<file path="src/rtl/vseq_load_aligner.sv">
// vseq_load_aligner
//   Sits between the AXI R channel and the vector shuffle unit. For each
//   unit-stride load command it strips the start-address misalignment from
//   the incoming bus beats and repacks the bytes into zero-based sequential
//   words. Each word goes out as nibble data plus per-nibble enables.
//
// Ports
//   clk_i, rst_ni           clock, asynchronous active-low reset
//   cmd_valid_i/ready_o     command handshake into a CmdDepth-entry FIFO
//   cmd_offset_i            byte offset of the first valid byte in beat 0
//   cmd_nbytes_i            bytes to deliver (>0)
//   r_valid_i/ready_o       read-data beat handshake
//   r_data_i, r_last_i      beat data (byte 0 at LSB) and burst-last flag
//   tx_valid_o/ready_i      sequential word handshake toward the shuffle stage
//   tx_nb_o, tx_en_o        word nibbles and per-nibble enables
//   busy_o                  command active, queued, or output word pending
//   err_last_o              one-cycle pulse when r_last_i disagrees with beat count
module vseq_load_aligner #(
  parameter int BusBytes = 32,
  parameter int LenBits  = 16,
  parameter int CmdDepth = 2,
  parameter int OffBits  = $clog2(BusBytes)
) (
  input  logic                  clk_i,
  input  logic                  rst_ni,
  input  logic                  cmd_valid_i,
  output logic                  cmd_ready_o,
  input  logic [OffBits-1:0]    cmd_offset_i,
  input  logic [LenBits-1:0]    cmd_nbytes_i,
  input  logic                  r_valid_i,
  output logic                  r_ready_o,
  input  logic [BusBytes*8-1:0] r_data_i,
  input  logic                  r_last_i,
  output logic                  tx_valid_o,
  input  logic                  tx_ready_i,
  output logic [BusBytes*8-1:0] tx_nb_o,
  output logic [BusBytes*2-1:0] tx_en_o,
  output logic                  busy_o,
  output logic                  err_last_o
);

  localparam int PtrW  = (CmdDepth > 1) ? $clog2(CmdDepth) : 1;
  localparam int CntW  = LenBits + 1;
  localparam int EcW   = OffBits + 1;
  localparam int DataW = BusBytes * 8;
  localparam int NibW  = BusBytes * 2;

  typedef enum logic [1:0] {IDLE, RUN, FLUSH} state_e;

  // ---------------------------------------------------------------------
  // Command FIFO. The head stays in the FIFO while it is the active
  // command and is popped only when that command completes.
  // ---------------------------------------------------------------------
  logic [OffBits-1:0] fifo_off_q [CmdDepth];
  logic [OffBits-1:0] fifo_off_d [CmdDepth];
  logic [LenBits-1:0] fifo_nb_q  [CmdDepth];
  logic [LenBits-1:0] fifo_nb_d  [CmdDepth];
  logic [PtrW-1:0]    wr_ptr_q, wr_ptr_d, rd_ptr_q, rd_ptr_d, rd_nxt, ld_ptr;
  logic [PtrW:0]      cnt_q, cnt_d;
  logic               push, pop;

  function automatic logic [PtrW-1:0] ptr_inc(input logic [PtrW-1:0] p);
    return (p == PtrW'(CmdDepth - 1)) ? '0 : p + PtrW'(1);
  endfunction

  // Popping frees a slot this cycle, so a full FIFO can still take a command.
  assign cmd_ready_o = (cnt_q != (PtrW+1)'(CmdDepth)) || pop;
  assign push        = cmd_valid_i && cmd_ready_o;
  assign rd_nxt      = ptr_inc(rd_ptr_q);

  always_comb begin
    fifo_off_d = fifo_off_q;
    fifo_nb_d  = fifo_nb_q;
    wr_ptr_d   = wr_ptr_q;
    rd_ptr_d   = rd_ptr_q;
    cnt_d      = cnt_q + (PtrW+1)'(push) - (PtrW+1)'(pop);
    if (push) begin
      fifo_off_d[wr_ptr_q] = cmd_offset_i;
      fifo_nb_d[wr_ptr_q]  = cmd_nbytes_i;
      wr_ptr_d             = ptr_inc(wr_ptr_q);
    end
    if (pop) rd_ptr_d = rd_nxt;
  end

  // ---------------------------------------------------------------------
  // Active command and datapath state
  // ---------------------------------------------------------------------
  state_e              state_q, state_d;
  logic [OffBits-1:0]  off_q, off_d;
  logic [CntW-1:0]     rbeats_q, rbeats_d;
  logic [CntW-1:0]     bytes_left_q, bytes_left_d;
  logic [CntW-1:0]     beat_idx_q, beat_idx_d;
  logic [DataW-1:0]    carry_q, carry_d;
  logic                carry_vld_q, carry_vld_d;
  logic                tx_valid_q, tx_valid_d;
  logic [DataW-1:0]    tx_nb_q, tx_nb_d;
  logic [NibW-1:0]     tx_en_q, tx_en_d;
  logic                err_q, err_d;

  // Load path: from IDLE the head is loaded; at completion the entry behind
  // the head is loaded so the next command runs without an IDLE bubble.
  logic [OffBits-1:0]  ld_off;
  logic [LenBits-1:0]  ld_nb;
  logic [CntW-1:0]     rbeats_ld;

  assign ld_ptr    = (state_q == IDLE) ? rd_ptr_q : rd_nxt;
  assign ld_off    = fifo_off_q[ld_ptr];
  assign ld_nb     = fifo_nb_q[ld_ptr];
  assign rbeats_ld = (CntW'(ld_off) + CntW'(ld_nb) + CntW'(BusBytes - 1)) >> OffBits;

  // Beat alignment: beat_hi brings bytes [BusBytes-1:off] down to byte 0
  // (the new carry); beat_lo lifts bytes [off-1:0] up above the carry.
  logic [OffBits-1:0]  inv_off;
  logic [DataW-1:0]    beat_hi, beat_lo;

  assign inv_off = OffBits'(BusBytes) - off_q;
  assign beat_hi = r_data_i >> {off_q, 3'b000};
  assign beat_lo = r_data_i << {inv_off, 3'b000};

  // Bytes carried by the next emitted word.
  logic [EcW-1:0]      emit_cnt;
  assign emit_cnt = (bytes_left_q >= CntW'(BusBytes)) ? EcW'(BusBytes)
                                                     : bytes_left_q[EcW-1:0];

  logic [BusBytes-1:0] byte_on;
  logic [DataW-1:0]    data_mask;
  logic [NibW-1:0]     nib_en;

  for (genvar b = 0; b < BusBytes; b++) begin : g_byte
    assign byte_on[b]          = (EcW'(b) < emit_cnt);
    assign nib_en[2*b +: 2]    = {2{byte_on[b]}};
    assign data_mask[8*b +: 8] = {8{byte_on[b]}};
  end

  logic             tx_space, r_fire, last_beat, emit, done, load;
  logic [DataW-1:0] emit_word;

  assign tx_space  = !tx_valid_q || tx_ready_i;
  assign r_ready_o = (state_q == RUN) && tx_space;
  assign r_fire    = r_ready_o && r_valid_i;
  assign last_beat = (beat_idx_q == rbeats_q - CntW'(1));

  always_comb begin
    state_d      = state_q;
    off_d        = off_q;
    rbeats_d     = rbeats_q;
    bytes_left_d = bytes_left_q;
    beat_idx_d   = beat_idx_q;
    carry_d      = carry_q;
    carry_vld_d  = carry_vld_q;
    tx_valid_d   = tx_valid_q;
    tx_nb_d      = tx_nb_q;
    tx_en_d      = tx_en_q;
    err_d        = 1'b0;
    emit         = 1'b0;
    emit_word    = '0;
    done         = 1'b0;
    load         = 1'b0;
    pop          = 1'b0;

    unique case (state_q)
      IDLE: begin
        if (cnt_q != '0) load = 1'b1;
      end
      RUN: begin
        if (r_fire) begin
          beat_idx_d = beat_idx_q + CntW'(1);
          // Beat count is authoritative; r_last only raises a flag.
          err_d      = (r_last_i != last_beat);
          if (off_q == '0) begin
            emit      = 1'b1;
            emit_word = r_data_i;
          end else if (!carry_vld_q) begin
            carry_d     = beat_hi;
            carry_vld_d = 1'b1;
            // Single-beat burst: the carry is the whole payload.
            if (last_beat) begin
              emit      = 1'b1;
              emit_word = beat_hi;
            end
          end else begin
            emit      = 1'b1;
            emit_word = beat_lo | carry_q;
            carry_d   = beat_hi;
          end
          done = emit && (bytes_left_q <= CntW'(BusBytes));
          if (last_beat && !done) state_d = FLUSH;
        end
      end
      FLUSH: begin
        // Only reached with fewer than BusBytes bytes left, all in carry.
        if (tx_space) begin
          emit      = 1'b1;
          emit_word = carry_q;
          done      = 1'b1;
        end
      end
      default: state_d = IDLE;
    endcase

    if (emit) begin
      bytes_left_d = bytes_left_q - CntW'(emit_cnt);
      tx_valid_d   = 1'b1;
      tx_nb_d      = emit_word & data_mask;
      tx_en_d      = nib_en;
    end else if (tx_ready_i) begin
      tx_valid_d = 1'b0;
    end

    if (done) begin
      pop         = 1'b1;
      carry_vld_d = 1'b0;
      if (cnt_q > (PtrW+1)'(1)) load = 1'b1;
      else                      state_d = IDLE;
    end

    if (load) begin
      off_d        = ld_off;
      rbeats_d     = rbeats_ld;
      bytes_left_d = CntW'(ld_nb);
      beat_idx_d   = '0;
      carry_vld_d  = 1'b0;
      state_d      = RUN;
    end
  end

  always_ff @(posedge clk_i or negedge rst_ni) begin
    if (!rst_ni) begin
      for (int i = 0; i < CmdDepth; i++) begin
        fifo_off_q[i] <= '0;
        fifo_nb_q[i]  <= '0;
      end
      wr_ptr_q     <= '0;
      rd_ptr_q     <= '0;
      cnt_q        <= '0;
      state_q      <= IDLE;
      off_q        <= '0;
      rbeats_q     <= '0;
      bytes_left_q <= '0;
      beat_idx_q   <= '0;
      carry_q      <= '0;
      carry_vld_q  <= 1'b0;
      tx_valid_q   <= 1'b0;
      tx_nb_q      <= '0;
      tx_en_q      <= '0;
      err_q        <= 1'b0;
    end else begin
      fifo_off_q   <= fifo_off_d;
      fifo_nb_q    <= fifo_nb_d;
      wr_ptr_q     <= wr_ptr_d;
      rd_ptr_q     <= rd_ptr_d;
      cnt_q        <= cnt_d;
      state_q      <= state_d;
      off_q        <= off_d;
      rbeats_q     <= rbeats_d;
      bytes_left_q <= bytes_left_d;
      beat_idx_q   <= beat_idx_d;
      carry_q      <= carry_d;
      carry_vld_q  <= carry_vld_d;
      tx_valid_q   <= tx_valid_d;
      tx_nb_q      <= tx_nb_d;
      tx_en_q      <= tx_en_d;
      err_q        <= err_d;
    end
  end

  assign tx_valid_o = tx_valid_q;
  assign tx_nb_o    = tx_nb_q;
  assign tx_en_o    = tx_en_q;
  assign err_last_o = err_q;
  assign busy_o     = (state_q != IDLE) || tx_valid_q || (cnt_q != '0);

endmodule

</file>
<file path="config.mk">
export PLATFORM = sky130hd
export DESIGN_NAME = vseq_load_aligner
export DESIGN_NICKNAME = d
export VERILOG_FILES = /design/src/rtl/vseq_load_aligner.sv
export SDC_FILE = /design/constraint.sdc
export NUM_CORES = 2
export LEC_CHECK = 0
export CORE_ASPECT_RATIO = 0.9
export CORE_MARGIN = 1.5
export CORE_UTILIZATION = 35
export DETAILED_ROUTE_END_ITERATION = 6
export MAX_ROUTING_LAYER = met4
export SYNTH_ARGS = -nofsm -noshare
export SYNTH_HDL_FRONTEND = slang
export SYNTH_SLANG_ARGS = --single-unit
</file>
<file path="constraint.sdc">
create_clock -name clk_i -period 4.43 [get_ports clk_i]
set_input_delay 0.886 -clock clk_i [delete_from_list [all_inputs] [get_ports clk_i]]
set_output_delay 0.886 -clock clk_i [all_outputs]
set_load 0.01 [all_outputs]
</file>
==> run metrics <==
Post-synth top flop dfrtp_1; Max clock buf depth 3; clock sink count 646; residual DRC count 2; area of the multi-input gates 0.03892 sq mm; startpoint class of the critical path flop; synth top area cells dfrtp_1 (28%), mux4_2 (18%), nand2_1 (8.2%); Pleak 32.56 nW; crit path cell chain inv_1 -> ha_4 -> buf_4 -> buf_4 -> mux4_2 -> mux2i_1 -> mux2i_1 -> a2111oi_0 -> o21ai_0 -> buf_4 -> a32o_1; leading cell type in the layout, fill and taps excluded nand2_1; Num CTS Buffers 80; final setup vio count 5; Die X 431.8 um; Slowest-stage cell, CP a2111oi_0; GRT Resource Usage Total 0.5806; Syn Nets 6772; part of the cycle the worst path needs 1.019; Synth Instances 6471; GPL Wtd Cong 1.179; Max Freq 221.5 MHz; Ys Warns 0; CP Depth 11; I/O pin count 608; Max-Cap Viols 1; Synth cell types 90; Initial Util 0.3527; DP Area 0.07499 sq mm; layout cell share with drive strength beyond 1 0.2739; top routing layer in use met4; Reg area 0.01619 sq mm; Pre-antenna DRT Iters 7; WL met1 181.0 mm; CTS root buffer clkbuf_16; CP Class reg2reg; crit-path max FO 23; Synth async-reset ratio 1.000; initial antenna violation count 117; Crit path buffers/inverters 4; Critical path origin off_q[0]; routed len/inst 48.25 um; vias 72350; reg2reg end tx_nb_o[228]; wire length on met3 88.93 mm; maximum vdd ir drop 0.5317 mV; drt total wl 487.8 mm; Detailed Place HPWL 378.8 mm; CP peak stage delay 0.64 ns; P&R area growth vs syn 35.63%; Final min period 4.514 ns; pre-CTS worst setup slack -0.1983 ns; first-pass GRT wire length 634.4 mm; final worst clock skew 0.07525 ns; worst setup margin -0.08405 ns; antenna viol nets, final 0; wire length on met2 177.3 mm; Yosys top cell by area dfrtp_1; Post-synth EDFFs 0; Slew @ Worst Pin 1.518 ns; vias in the first global route 65670; Crit path top cell by count buf_4; H-tree levels 3; unrepaired setup endpoints after global routing no; RR Startpoint off_q[0]; FF-to-FF path depth 11; R2R Setup Slk -0.08 ns; CP top delay family multiplexers; row count 141; insertion delay to the later sink of the worst-skew pair 0.78 ns; Die Y 388.9 um; Reg clk slew, reported paths 0.07 ns; TritonCTS clock tree built; Worst setup EP type flop; mapped cell area 0.05792 sq mm; Worst Path Required 5.10 ns; commonest non-fill, non-tap cells in the layout nand2_1 (1252), buf_4 (1039), dfrtp_1 (636), clkdlybuf4s50_1 (605), o21ai_0 (482); post-route cell area 0.07856 sq mm; capture point of the worst path tx_nb_o[228]; Via density 7.155; grt total ovfl 0; WP data arrival 5.18 ns; fillers 15630; Nets 7977; worst hold slack 0.1089 ns; Final Max Tran Viols 4; Starting DRT DRC Count 13800; Yosys top cell area share 0.2791; final hold vios 0; mean area per synthesized cell 8.951 sq um; Yosys reg bits 646; post-synthesis sequential area ratio 0.2791; PortBufs 607; core region area 0.1642 sq mm; Worst slew margin -0.02094; outcome complete, but fails checks; failing checks design-rule violations, max-capacitance violations, max-slew violations, negative setup slack; Die Area 0.1679 sq mm; Power Density 1063 mW/mm^2; worst min path class in2async; largest net degree at the start of global routing 114
state kept, by name, indices dropped and copies added, names as in the netlist, 5 cells and up:
register      cells
carry_q         256
tx_nb_o         256
fifo_nb_q        32
tx_en_o          32
beat_idx_q       17
bytes_left_q     17
rbeats_q         12
fifo_off_q       10
off_q             5
where the power goes:
part	internal [mW]	switching, mW	total, mW
logic	23.5	42.1	65.6
registers	7.91	2.29	10.2
clock network	4.34	3.36	7.70
worst min path at each step:
stage	from	endpoint	slack, ns	cells after the start
floorplan	carry_q[206]	carry_q[206]	0.44	2
global placement	carry_q[206]	carry_q[206]	0.46	2
detailed placement	carry_q[206]	carry_q[206]	0.47	2
CTS	rst_ni	tx_en_o[19]	0.15	1
global route	rst_ni	tx_en_o[19]	0.16	1
finish	rst_ni	tx_en_o[19]	0.11	1
cells in the mapped netlist, types with 34 or more instances:
| master | number |
|---|---|
| a2111oi_0 | 48 |
| a211oi_1 | 129 |
| a21oi_1 | 288 |
| a22o_1 | 111 |
| a22oi_1 | 101 |
| a311oi_1 | 34 |
| a31oi_1 | 38 |
| a32o_1 | 58 |
| and2_1 | 66 |
| and3_1 | 53 |
| buf_1 | 70 |
| buf_2 | 137 |
| buf_4 | 45 |
| clkbuf_1 | 425 |
| dfrtp_1 | 646 |
| inv_1 | 65 |
| mux2_2 | 182 |
| mux2i_1 | 285 |
| mux4_2 | 460 |
| nand2_1 | 1258 |
| nand2b_1 | 34 |
| nand3_1 | 89 |
| nor2_1 | 419 |
| nor3_1 | 69 |
| o211ai_1 | 81 |
| o21ai_0 | 490 |
| o22ai_1 | 67 |
| o31ai_1 | 140 |
| o32ai_1 | 40 |
what timing repair did:
| action | 4_1_cts | 5_1_grt |
|---|---|---|
| resized for setup | 15 | 9 |
| buffers inserted | 7 | 10 |
| hold buffers | 0 | 0 |
| setup endpoints to repair | 3 | 8 |
| pin swaps | 7 | 3 |
metal layers:
layer	up-vias	track usage
met4	0	0.3809
li1	27140	-
met1	36590	0.7046
met5	-	-
met3	1473	0.3518
met2	7145	0.6977
through the flow:
stage	util	cells	setup TNS (ns)	power (mW)
6_report	0.4783	10110	-0.1956	83.49
5_1_grt	0.4778	10080	0	83.25
4_1_cts	0.4752	9945	0	78.44
3_5_place_dp	0.4566	9792	-0.4602	70.45
3_3_place_gp	0.4564	9791	-0.3918	70.37
2_1_floorplan	-	6471	0	36.60
final cells by class:
cell class | instances | area share
Multi-Input combinational cell | 5073 | 0.4954
Timing Repair Buffer | 1805 | 0.2172
Sequential cell | 646 | 0.2061
Tap cell | 2216 | 0.03529
Clock buffer | 104 | 0.02841
Clock inverter | 42 | 0.009142
Antenna cell | 155 | 0.004937
Inverter | 70 | 0.003488
cell families after synthesis:
group / Yosys count / synth area share
other: 1 / 0.00006474
AOI/OAI and AO/OA: 1931 / 0.2289
buffers and inverters: 752 / 0.05526
DFF: 646 / 0.2791
adders and majority gates: 18 / 0.003888
xor gates and xnor gates: 54 / 0.008295
muxes: 953 / 0.2697
and+or+nand+nor: 2116 / 0.1548
(Power assumes the default switching activity.)
